--- src/rtl/vmx_job_sequencer.sv ---
// Host-side job controller for the VMX scratchpad/accelerator pair: loads operands,
// kicks the accelerator, waits for completion, then streams the result words out.
module vmx_job_sequencer #(
  parameter int unsigned LOAD_WORDS   = 8,
  parameter int unsigned RESULT_WORDS = 4,
  parameter int unsigned TIMEOUT      = 255
) (
  input  logic         clk,
  input  logic         rst_n,
  input  logic         cfg_start,
  input  logic         cfg_abort,
  input  logic [7:0]   cfg_rbase,
  input  logic [7:0]   cfg_wbase,
  input  logic         s_valid,
  output logic         s_ready,
  input  logic [63:0]  s_data,
  output logic         m_valid,
  input  logic         m_ready,
  output logic [127:0] m_data,
  output logic         m_last,
  output logic [7:0]   sp_addr,
  output logic         sp_we,
  output logic [63:0]  sp_wdata,
  input  logic [127:0] sp_rdata,
  output logic [31:0]  acc_ctrl,
  input  logic [31:0]  acc_flag,
  output logic         busy,
  output logic         done,
  output logic         err
);

  typedef enum logic [2:0] {
    ST_IDLE, ST_FILL, ST_KICK, ST_WAIT, ST_RD, ST_CAP, ST_DONE
  } state_t;

  localparam logic [7:0]  LOAD_LAST = 8'(LOAD_WORDS - 1);
  localparam logic [7:0]  RES_LAST  = 8'(RESULT_WORDS - 1);
  localparam logic [15:0] TMO_LAST  = 16'(TIMEOUT - 1);

  state_t       state_q, state_d;
  logic [7:0]   rbase_q, rbase_d;
  logic [7:0]   wbase_q, wbase_d;
  logic [7:0]   wcnt_q, wcnt_d;
  logic [7:0]   rcnt_q, rcnt_d;
  logic [15:0]  tcnt_q, tcnt_d;
  logic         seen_q, seen_d;
  logic         err_q, err_d;
  logic         cap_first_q, cap_first_d;
  logic [127:0] mdata_q, mdata_d;

  logic abort_hit;
  logic s_fire;
  logic m_fire;
  logic acc_idle;
  logic wait_complete;
  logic wait_expired;
  logic unused_flag_bits;

  // A job already in DONE is finishing anyway, so abort only acts in the working states.
  assign abort_hit     = cfg_abort && (state_q != ST_IDLE) && (state_q != ST_DONE);
  assign s_fire        = (state_q == ST_FILL) && s_valid && !cfg_abort;
  assign m_fire        = (state_q == ST_CAP) && m_ready && !cfg_abort;
  assign acc_idle      = (acc_flag[2:0] == 3'd0);
  assign wait_complete = (state_q == ST_WAIT) && seen_q && acc_idle;
  assign wait_expired  = (state_q == ST_WAIT) && !wait_complete && (tcnt_q == TMO_LAST);
  assign unused_flag_bits = ^acc_flag[31:3];

  always_ff @(posedge clk or negedge rst_n) begin
    if (!rst_n) begin
      state_q <= ST_IDLE;
    end else begin
      state_q <= state_d;
    end
  end

  always_comb begin
    state_d = state_q;
    case (state_q)
      ST_IDLE: if (cfg_start) state_d = ST_FILL;
      ST_FILL: if (s_fire && (wcnt_q == LOAD_LAST)) state_d = ST_KICK;
      ST_KICK: state_d = ST_WAIT;
      ST_WAIT: begin
        if (wait_complete) begin
          state_d = ST_RD;
        end else if (wait_expired) begin
          state_d = ST_DONE;
        end
      end
      ST_RD:   state_d = ST_CAP;
      ST_CAP:  if (m_fire) state_d = (rcnt_q == RES_LAST) ? ST_DONE : ST_RD;
      ST_DONE: state_d = ST_IDLE;
      default: state_d = ST_IDLE;
    endcase
    if (abort_hit) state_d = ST_DONE;
  end

  always_comb begin
    rbase_d     = rbase_q;
    wbase_d     = wbase_q;
    wcnt_d      = wcnt_q;
    rcnt_d      = rcnt_q;
    tcnt_d      = tcnt_q;
    seen_d      = seen_q;
    err_d       = err_q;
    mdata_d     = mdata_q;
    cap_first_d = (state_q == ST_RD) && !abort_hit;
    if ((state_q == ST_IDLE) && cfg_start) begin
      rbase_d = cfg_rbase;
      wbase_d = cfg_wbase;
      wcnt_d  = 8'd0;
      rcnt_d  = 8'd0;
      tcnt_d  = 16'd0;
      seen_d  = 1'b0;
      err_d   = 1'b0;
    end
    if (s_fire) wcnt_d = wcnt_q + 8'd1;
    if (state_q == ST_WAIT) begin
      tcnt_d = tcnt_q + 16'd1;
      if (!acc_idle) seen_d = 1'b1;
    end
    // Read data is only valid on the first CAP cycle; hold it for stalled cycles.
    if ((state_q == ST_CAP) && cap_first_q) mdata_d = sp_rdata;
    if (m_fire) rcnt_d = rcnt_q + 8'd1;
    if (wait_expired || abort_hit) err_d = 1'b1;
  end

  always_ff @(posedge clk or negedge rst_n) begin
    if (!rst_n) begin
      rbase_q     <= 8'd0;
      wbase_q     <= 8'd0;
      wcnt_q      <= 8'd0;
      rcnt_q      <= 8'd0;
      tcnt_q      <= 16'd0;
      seen_q      <= 1'b0;
      err_q       <= 1'b0;
      cap_first_q <= 1'b0;
      mdata_q     <= 128'd0;
    end else begin
      rbase_q     <= rbase_d;
      wbase_q     <= wbase_d;
      wcnt_q      <= wcnt_d;
      rcnt_q      <= rcnt_d;
      tcnt_q      <= tcnt_d;
      seen_q      <= seen_d;
      err_q       <= err_d;
      cap_first_q <= cap_first_d;
      mdata_q     <= mdata_d;
    end
  end

  always_comb begin
    s_ready  = 1'b0;
    sp_we    = 1'b0;
    sp_addr  = 8'd0;
    sp_wdata = 64'd0;
    m_valid  = 1'b0;
    m_last   = 1'b0;
    m_data   = mdata_q;
    acc_ctrl = 32'd0;
    busy     = (state_q != ST_IDLE);
    done     = 1'b0;
    err      = err_q;
    case (state_q)
      ST_FILL: begin
        s_ready = !cfg_abort;
        sp_addr = rbase_q + wcnt_q;
        if (s_fire) begin
          sp_we    = 1'b1;
          sp_wdata = s_data;
        end
      end
      ST_KICK: acc_ctrl = 32'h2;
      ST_WAIT: if (wait_expired) acc_ctrl = 32'h1;
      ST_RD:   sp_addr = wbase_q + rcnt_q;
      ST_CAP: begin
        m_valid = !cfg_abort;
        m_last  = !cfg_abort && (rcnt_q == RES_LAST);
        if (cap_first_q) m_data = sp_rdata;
      end
      ST_DONE: done = 1'b1;
      default: ;
    endcase
    if (abort_hit) acc_ctrl = 32'h1;
  end

endmodule

--- config.mk ---
export PLATFORM = sky130hd
export DESIGN_NAME = vmx_job_sequencer
export DESIGN_NICKNAME = d
export VERILOG_FILES = /design/src/rtl/vmx_job_sequencer.sv
export SDC_FILE = /design/constraint.sdc
export NUM_CORES = 1
export LEC_CHECK = 0
export CAP_MARGIN = 20
export CELL_PAD_IN_SITES_DETAIL_PLACEMENT = 0
export CELL_PAD_IN_SITES_GLOBAL_PLACEMENT = 2
export CORE_ASPECT_RATIO = 0.6
export CORE_MARGIN = 3
export CORE_UTILIZATION = 22
export DETAILED_ROUTE_END_ITERATION = 16
export PLACE_DENSITY_LB_ADDON = 0.15
export SYNTH_ARGS = -nofsm -noshare
export SYNTH_HDL_FRONTEND = slang
export SYNTH_SLANG_ARGS = --single-unit
export TNS_END_PERCENT = 30
--- constraint.sdc ---
create_clock -name clk -period 2.1 [get_ports clk]
set_input_delay 0.42 -clock clk [delete_from_list [all_inputs] [get_ports clk]]
set_output_delay 0.42 -clock clk [all_outputs]
set_load 0.02 [all_outputs]
* Word-level counts from Yosys, hierarchy flattened *
Cells that the tools add are included.

word-level totals
  register bits = 182
  input bits = 246
  output and inout bits = 239
  word-level logic and storage cells = 88

operators by class
  add/sub/neg operators = 5
  eq/ne operators = 14
  muxes and demuxes = 32
  reduce and logical (&&, ||, !) cells = 27

operators by type and width
  kind                     number
  $mux W128                2
  $mux W64                 2
  $mux W16                 2
  $mux W32                 1
  $mux W8                  3
  $mux W3                  6
  $pmux W3 S6              1
  $add A16 B1 Y16 const B  1
  $add A8 B1 Y8 const B    2
  $add A8 B8 Y8            2
  $eq A16 B8 Y1 const B    1
  $pmux W8 S2              1
  $logic_and A1 B1 Y1      15
  $mux W1                  12
  $eq A3 B3 Y1 const B     3
  $ne A3 B3 Y1 const B     3
  $eq A8 B2 Y1 const B     1
  $eq A8 B3 Y1 const B     1
  $reduce_bool A2 Y1       4
  $eq A3 B2 Y1 const B     2
  $logic_not A3 Y1         2
  $ne A4 B4 Y1 const B     1
  $pmux W2 S2              1
  $reduce_and A4 Y1        1
  other kinds (6)          8

* Depth between registers and ports, before layout *
Gate-level depths: netlist of run 1.

  depth in word-level cells = 10
  depth in mapped cells = 7
  mapped depth without buffers = 7

* Least setup slack after synthesis of run 1 *
OpenSTA, ideal clock, no wires.

  path kind = register to output
  start = reg wcnt_q[0]
  end = out sp_addr[6]
  arrival time = 1,872 ps
  required time = 1,680 ps
  setup slack = -192 ps
  cell stages (with the launch flop) = 8
  buffers on the path = 0
  cells stage by stage = dfrtp_1 > ha_1 > fa_1 > a21o_1 > a21o_1 > a211oi_1 > o22ai_1 > nand3_1

between the ends
  longest elaborated chain between the ends = 2

RTL lines
  element                 line  text
  start, declared         43    logic [7:0] wcnt_q, wcnt_d;
  start signal, assigned  141   wcnt_q <= wcnt_d;
  $add A8 B8 Y8           166   sp_addr = rbase_q + wcnt_q;
  $pmux W8 S2             163   case (state_q)
  end, declared           21    output logic [7:0] sp_addr,

Every way passes these cells.

* Worst setup path in the final report of run 1 *
  start = reg rbase_q[0]
  end = out sp_addr[4]

between the ends
  longest elaborated chain between the ends = 2

RTL lines
  element                 line  text
  start, declared         41    logic [7:0] rbase_q, rbase_d;
  start signal, assigned  139   rbase_q <= rbase_d;
  $add A8 B8 Y8           166
  $pmux W8 S2             163

Every way passes these cells.

==> results.py, run 1 <==
metrics = {
    "status": {
        "status": "finished, violations left",
        "violations": "negative setup slack",
    },
    "sta": {
        "rsz0062_at_grt": "yes",
        "tightest_slew_ps": 617,
        "clock.fmax_ghz": 0.362,
        "final.min_clock_period_ps": 2760,
        "slew_violations": 0,
        "max_slew_margin_pct": 58.7,
        "clock_skew_ps": 12.8,
        "min_period_over_period_pct": 132,
        "hold_viol": 0,
        "setup_ws_ps": -664,
        "setup_viol": 207,
    },
    "placement": {
        "dp_slack_ps": -640,
        "hpwl_um": 29700,
        "dp_cells": 2009,
        "dpl_cell_area_sq_um": 16000,
        "portBuffers": 425,
        "place_congestion": 0.772,
    },
    "synth": {
        "netlist_area_sq_um": 10200,
        "synth_area_per_cell_sq_um": 11.6,
        "synth_seq_cells": 182,
        "synth_top_cell_by_area": "dfrtp_1",
        "synthCells": 886,
        "netlist.area_leader.share_pct": 44.5,
        "synth_cell_type_count": 56,
        "yosysSeqAreaShare_pct": 44.5,
        "synthArstFlopShare_pct": 100,
        "synth_edf_count": 0,
        "yosys_warnings": 0,
        "synth_flop_cell": "dfrtp_1",
        "synth_area_leaders": "dfrtp_1, mux2_1, and2_1",
    },
    "setup_path": {
        "endpoint_kind": "output port",
        "setup.worst_path.start_class": "flip-flop",
        "cp.arrival_ps": 2340,
        "cp.required_ps": 1680,
        "critical_path_class": "flip-flop to output port",
        "crit_fanout": 3,
    },
    "floorplan": {
        "io_pins": 485,
        "dieArea_sq_um": 49300,
        "initial_utilization_pct": 22.6,
        "rows": 60,
        "core_sq_um": 45400,
        "chipWidth_um": 285,
        "die_y_um": 173,
    },
    "clocking": {
        "cts_sinks": 182,
        "clk_pin_slew_ps": 90,
        "numCtsBuffers": 17,
        "clk_latency_ps": 440,
        "root_buffer": "clkbuf_16",
        "cts_tree": "done",
        "clk_path_buf_depth": 2,
        "htreeDepth": 4,
    },
    "cells_and_area": {
        "nFillCells": 4485,
        "fin_util_pct": 40.1,
        "final_cell_mix": "clkdlybuf4s50_1, mux2_1, dfrtp_1, buf_6, buf_4",
        "syn_to_final_growth_pct": 78.0,
        "stdcell_count": 2125,
        "final_common_cell": "clkdlybuf4s50_1",
        "multi_input_area_sq_um": 5850,
        "finalInstanceArea_sq_um": 18200,
        "finalNetCount": 1752,
        "drive_gt1_share_pct": 40.2,
        "seq_area_sq_um": 4560,
    },
    "power": {
        "peakVddDrop_uv": 624,
        "p_leak_nw": 8.51,
        "total_power_mw": 20.4,
        "p_per_area_nw_per_um2": 1120,
    },
    "route": {
        "antenna_left": 0,
        "drt-initial-drc-count": 396,
        "drt-total-wl_um": 41500,
        "drcViolationCount": 0,
        "drt_pre_antenna_iters": 4,
        "wl_per_cell_um": 19.5,
        "viasPerCell": 4.24,
        "via_count": 9008,
    },
    "hold_path": {
        "hp-class": "flip-flop to flip-flop",
    },
    "global_routing": {
        "grt_util_all_layers_pct": 15.9,
        "grt_max_degree": 67,
        "antenna_found_initial": 6,
        "grt_pass1_vias": 9301,
        "grt_overflow": 0,
        "grt_pass1_wl_um": 59600,
    },
    "run": {
        "max_cap_viol_count": 0,
    },
}
==> flip-flops by register name, summed over array words and instances, names as in the netlist <==
signal,count
mdata_q,128
tcnt_q,16
rbase_q,8
rcnt_q,8
wbase_q,8
wcnt_q,8
state_q,3
cap_first_q,1
err,1
seen_q,1
==> cell type report <==
type                       count  share of cell area (%)
multi-input combinational    649                    32.1
clock buffer                  17                    2.33
timing repair buffer         631                    35.1
clock inverter                15                   0.947
inverter                       5                   0.130
antenna                        6                  0.0823
sequential                   182                    25.0
tap                          620                    4.25
==> stage by stage <==
step                      hold WS (ps)  setup TNS, ps
after detailed placement           456         -93040
after global placement             463         -94540
after CTS                          458        -112600
after global routing               476         -93440
after floorplan                    124           -108
final                              481         -76020
==> worst paths after layout <==
check | start | end | slack, ps | cells past startpoint
hold / removal | err | err | 480 | 1
max in group asynchronous | rst_n | mdata_q[86] | 880 | 3
hold reg to reg | err | err | 480 | 1
setup / recovery | rbase_q[0] | sp_addr[4] | -660 | 8
min in group asynchronous | rst_n | tcnt_q[0] | 540 | 2
setup reg to reg | wcnt_q[4] | state_q[0] | -220 | 6
==> cells in the mapped netlist (all sizes together) (5+ instances only) <==
library cell,n
a211oi,6
a21o,12
a21oi,11
and2,70
and3,7
buf,64
clkbuf,15
dfrtp,182
ha,18
inv,5
mux2,257
mux2i,6
nand2,75
nand3,15
nand4,8
nor2,16
nor3,11
o21ai,36
o22ai,6
o31ai,5
xnor2,7
xor2,8
==> routing by layer <==
metal	vias to the layer above	global-route usage, %	share of wire [%]
li1	4304	-	-
met2	261	26.1	48
met1	4420	21.1	45
met4	0	4.22	1.2
met5	-	0	0
met3	23	3.78	5.7
==> repair_timing <==
action,CTS,global route
endpoints found under the setup margin,210,226
hold buffers,1,0
resized for setup,639,693
pin swaps,16,36
buffers inserted,27,37
hold endpoints to repair,42,0
cloned,13,9
==> power by group <==
part,switching [mW],leakage [nW],internal [mW]
logic,5.44,6.02,5.82
clock network,1.74,0.290,1.62
registers,0.809,2.20,5.02
==> kinds of logic (layout without fill, tap and decap cells) <==
logic type | Yosys count | after routing | synth area share [%]
multiplexers | 263 | 263 | 28.8
other | 1 | 36 | 0.0366
buffers and inverters | 84 | 668 | 4.86
AND/OR/NAND/NOR | 229 | 229 | 12.1
AO/OA/AOI/OAI | 90 | 90 | 5.62
XOR/XNOR | 15 | 15 | 1.28
adder cells (fa/ha/maj) | 22 | 22 | 2.78
flip-flops | 182 | 182 | 44.5
==> critical path, stage by stage (launching register included) <==
cell and delay [ps]:
dfrtp_1 400, ha_2 210, fa_2 350, a21o_1 170, a21o_1 190, buf_4 150
xnor2_2 120, o22ai_2 150, buf_6 140
No activity file was read; power rests on OpenSTA's default activity.
==> inputs of run 2 (changes only) <==
Settings changed: ABC_AREA set to 1, CORE_UTILIZATION 22 to 23.
==> run 2 against run 1 <==
Against the previous run:
- the run still ends with negative setup slack left
- sequential cell count is the same
- worst setup slack gained 160 ps
- register-to-register slack better by 170 ps
- fmax rose by 6.3%
- clock power up 3%
- count of clock-buffer cells in the layout unchanged
- critical path type unchanged
- largest cell class is now multi-input gates
==> results.py, run 2 <==
metrics = {
    "status": {
        "status": "finished, violations left",
        "violations": "negative setup slack",
    },
    "sta": {
        "final.min_clock_period_ps": 2600,
        "setup_viol": 207,
        "hold_viol": 0,
        "setup_ws_ps": -500,
        "max_slew_margin_pct": 60.3,
        "tightest_slew_ps": 594,
        "tns_ps": -80000,
        "rsz0062_at_grt": "yes",
        "clock_skew_ps": 15.4,
        "slew_violations": 0,
        "min_period_over_period_pct": 124,
        "clock.fmax_ghz": 0.385,
    },
    "cells_and_area": {
        "multi_input_area_sq_um": 6560,
        "seq_area_sq_um": 4560,
        "final_cell_mix": "mux2_4, clkdlybuf4s50_1, buf_4, dfrtp_1, nand2_1",
        "finalInstanceArea_sq_um": 19300,
        "syn_to_final_growth_pct": 66.9,
        "drive_gt1_share_pct": 46.2,
        "largest_reg_flops": 128,
        "top_register": "mdata_q",
        "finalNetCount": 1968,
        "nFillCells": 4829,
        "fin_util_pct": 39.6,
        "final_common_cell": "mux2_4",
        "reg_top3": "mdata_q: 128 flops, tcnt_q: 16 flops",
    },
    "clocking": {
        "cts_tree": "done",
        "clk_path_buf_depth": 2,
        "clk_latency_ps": 450,
        "root_buffer": "clkbuf_16",
        "htreeDepth": 4,
        "cts_sinks": 182,
        "numCtsBuffers": 17,
        "clk_pin_slew_ps": 80,
    },
    "synth": {
        "synthCells": 1079,
        "synth_flop_cell": "dfrtp_1",
        "synth_edf_count": 0,
        "synth_area_leaders": "dfrtp_1, mux2_4, nand2_1",
        "synthArstFlopShare_pct": 100,
        "yosys_warnings": 0,
        "yosysSeqAreaShare_pct": 39.4,
        "netlist_area_sq_um": 11600,
        "synth_seq_cells": 182,
        "synth.most_common_cell": "mux2_4",
        "synth_area_per_cell_sq_um": 10.7,
        "netlist.area_leader.share_pct": 39.4,
        "synth_cell_type_count": 35,
        "synth_top_cell_by_area": "dfrtp_1",
        "yosys-top-cells-count": "mux2_4, dfrtp_1, nand2_1",
    },
    "placement": {
        "hpwl_um": 30400,
        "place_congestion": 0.795,
        "portBuffers": 425,
        "dp_slack_ps": -511,
        "dpl_cell_area_sq_um": 17500,
    },
    "global_routing": {
        "antenna_found_initial": 0,
        "grt_max_degree": 67,
        "grt_pass1_wl_um": 61100,
        "grt_pass1_vias": 9981,
        "grt_util_all_layers_pct": 14.9,
        "grt_overflow": 0,
    },
    "power": {
        "peakVddDrop_uv": 494,
        "p_per_area_nw_per_um2": 1150,
        "total_power_mw": 22.1,
        "p_leak_nw": 9.93,
    },
    "setup_path": {
        "cp.arrival_ps": 2180,
        "critPathMaxStageDelay_ps": 390,
        "r2r-end": "wcnt_q[1]",
        "cp.required_ps": 1680,
        "cp_cell_sequence": "inv_2, nand2_4, nor2_4, nand2_8, buf_12, buf_16, buf_8, mux2_4, buf_6",
        "reg2reg_from": "state_q[2]",
        "endpoint_kind": "output port",
        "crit_fanout": 7,
        "critical_path_class": "flip-flop to output port",
        "r2r_cells": 12,
        "rrSetupSlack_ps": -50,
        "setup.worst_path.start_class": "flip-flop",
        "crit_slowest_cell": "dfrtp_1",
    },
    "floorplan": {
        "io_pins": 485,
        "rows": 62,
        "dieArea_sq_um": 53100,
        "core_sq_um": 48700,
        "initial_utilization_pct": 23.7,
        "die_y_um": 180,
        "chipWidth_um": 295,
    },
    "route": {
        "drt-total-wl_um": 42400,
        "via_count": 9743,
        "drt_pre_antenna_iters": 4,
        "wl_per_cell_um": 18.0,
        "viasPerCell": 4.14,
        "antenna_left": 0,
        "drt-initial-drc-count": 351,
        "drcViolationCount": 0,
    },
    "run": {
        "max_cap_viol_count": 0,
    },
    "hold_path": {
        "hp-class": "input pin to async pin",
    },
}
==> run 2: cell types whose count changed after synthesis, sizes merged, moves of 6 or more <==
cell	previous run	this run
and3	7	0
nand2	75	160
nand3	15	49
inv	5	123
nand4	8	17
mux2i	6	0
clkbuf	15	8
and2	70	0
nor2	16	109
a211oi	6	0
a21o	12	0
==> run 2: final cells by class <==
type / count / share of cell area [%]
Multi-Input combinational cell: 730 / 34.0
Sequential cell: 182 / 23.6
Antenna cell: 1 / 0.0130
Clock buffer: 17 / 2.20
Timing Repair Buffer: 648 / 32.5
Inverter: 123 / 2.41
Tap cell: 640 / 4.15
Clock inverter: 15 / 1.07
==> run 2: per-stage QoR <==
stage	cells	hold WS (ps)
3_3_place_gp	2268	428
6_report	2356	476
4_1_cts	2327	465
3_5_place_dp	2268	415
2_1_floorplan	1108	124
5_1_grt	2355	499
==> run 2: power by group <==
part | leakage, nW | internal [mW] | switching (mW) | total [mW]
clock network | 0.303 | 1.65 | 1.82 | 3.47
logic | 7.43 | 6.94 | 5.62 | 12.6
registers | 2.20 | 5.09 | 1.01 | 6.10
total | 9.93 | 13.7 | 8.45 | 22.1
==> run 2: logic make-up (layout without fill, tap and decap cells) <==
kind of cell	after synthesis	after routing	share of synthesized area (%)
simple gates	351	351	12.7
mux	256	256	32.7
buf+inv	196	803	9.20
flops	182	182	39.4
compound gates	68	68	3.25
fa+ha+maj	20	20	2.29
xor+xnor	5	5	0.379
other cells	1	31	0.0324
==> run 2: repair_timing <==
action / CTS / global route
gates cloned: 6 / 14
endpoints found under the hold margin: 41 / 0
hold buffers: 1 / 0
setup buffers: 20 / 14
setup endpoints to repair: 206 / 213
pin swaps: 9 / 4
gates resized for setup: 614 / 592
==> run 2: per-layer routing <==
metal	up-vias	part of all wire, %	track usage (%)
met3	19	4.7	3.35
met4	0	0.97	2.94
li1	4768	-	-
met1	4715	47	20.4
met5	-	0	0
met2	241	48	24.2
==> run 2: worst max-delay path, delay by kind of cell (launching register included) <==
family	cells	cell delay, ps
mux	1	300
flops	1	390
simple gates	3	340
buf+inv	5	670
==> run 2: worst max path at each step <==
| stage | endpoint | depth (start not counted) | start | slack [ps] |
|---|---|---|---|---|
| after floorplan | sp_wdata[43] | 7 | state_q[1] | -10 |
| after global placement | sp_addr[4] | 8 | rbase_q[0] | -510 |
| after detailed placement | sp_addr[4] | 8 | wbase_q[0] | -510 |
| after CTS | m_data[15] | 8 | state_q[1] | -580 |
| after global routing | m_data[30] | 9 | state_q[1] | -580 |
| final | m_data[30] | 9 | state_q[1] | -500 |
==> inputs of run 3 (changes only) <==
Settings changed: GPL_ROUTABILITY_DRIVEN set to 0.
==> results of run 3 <==
The final DEF is identical to that of run 2; final timing and power are the same.
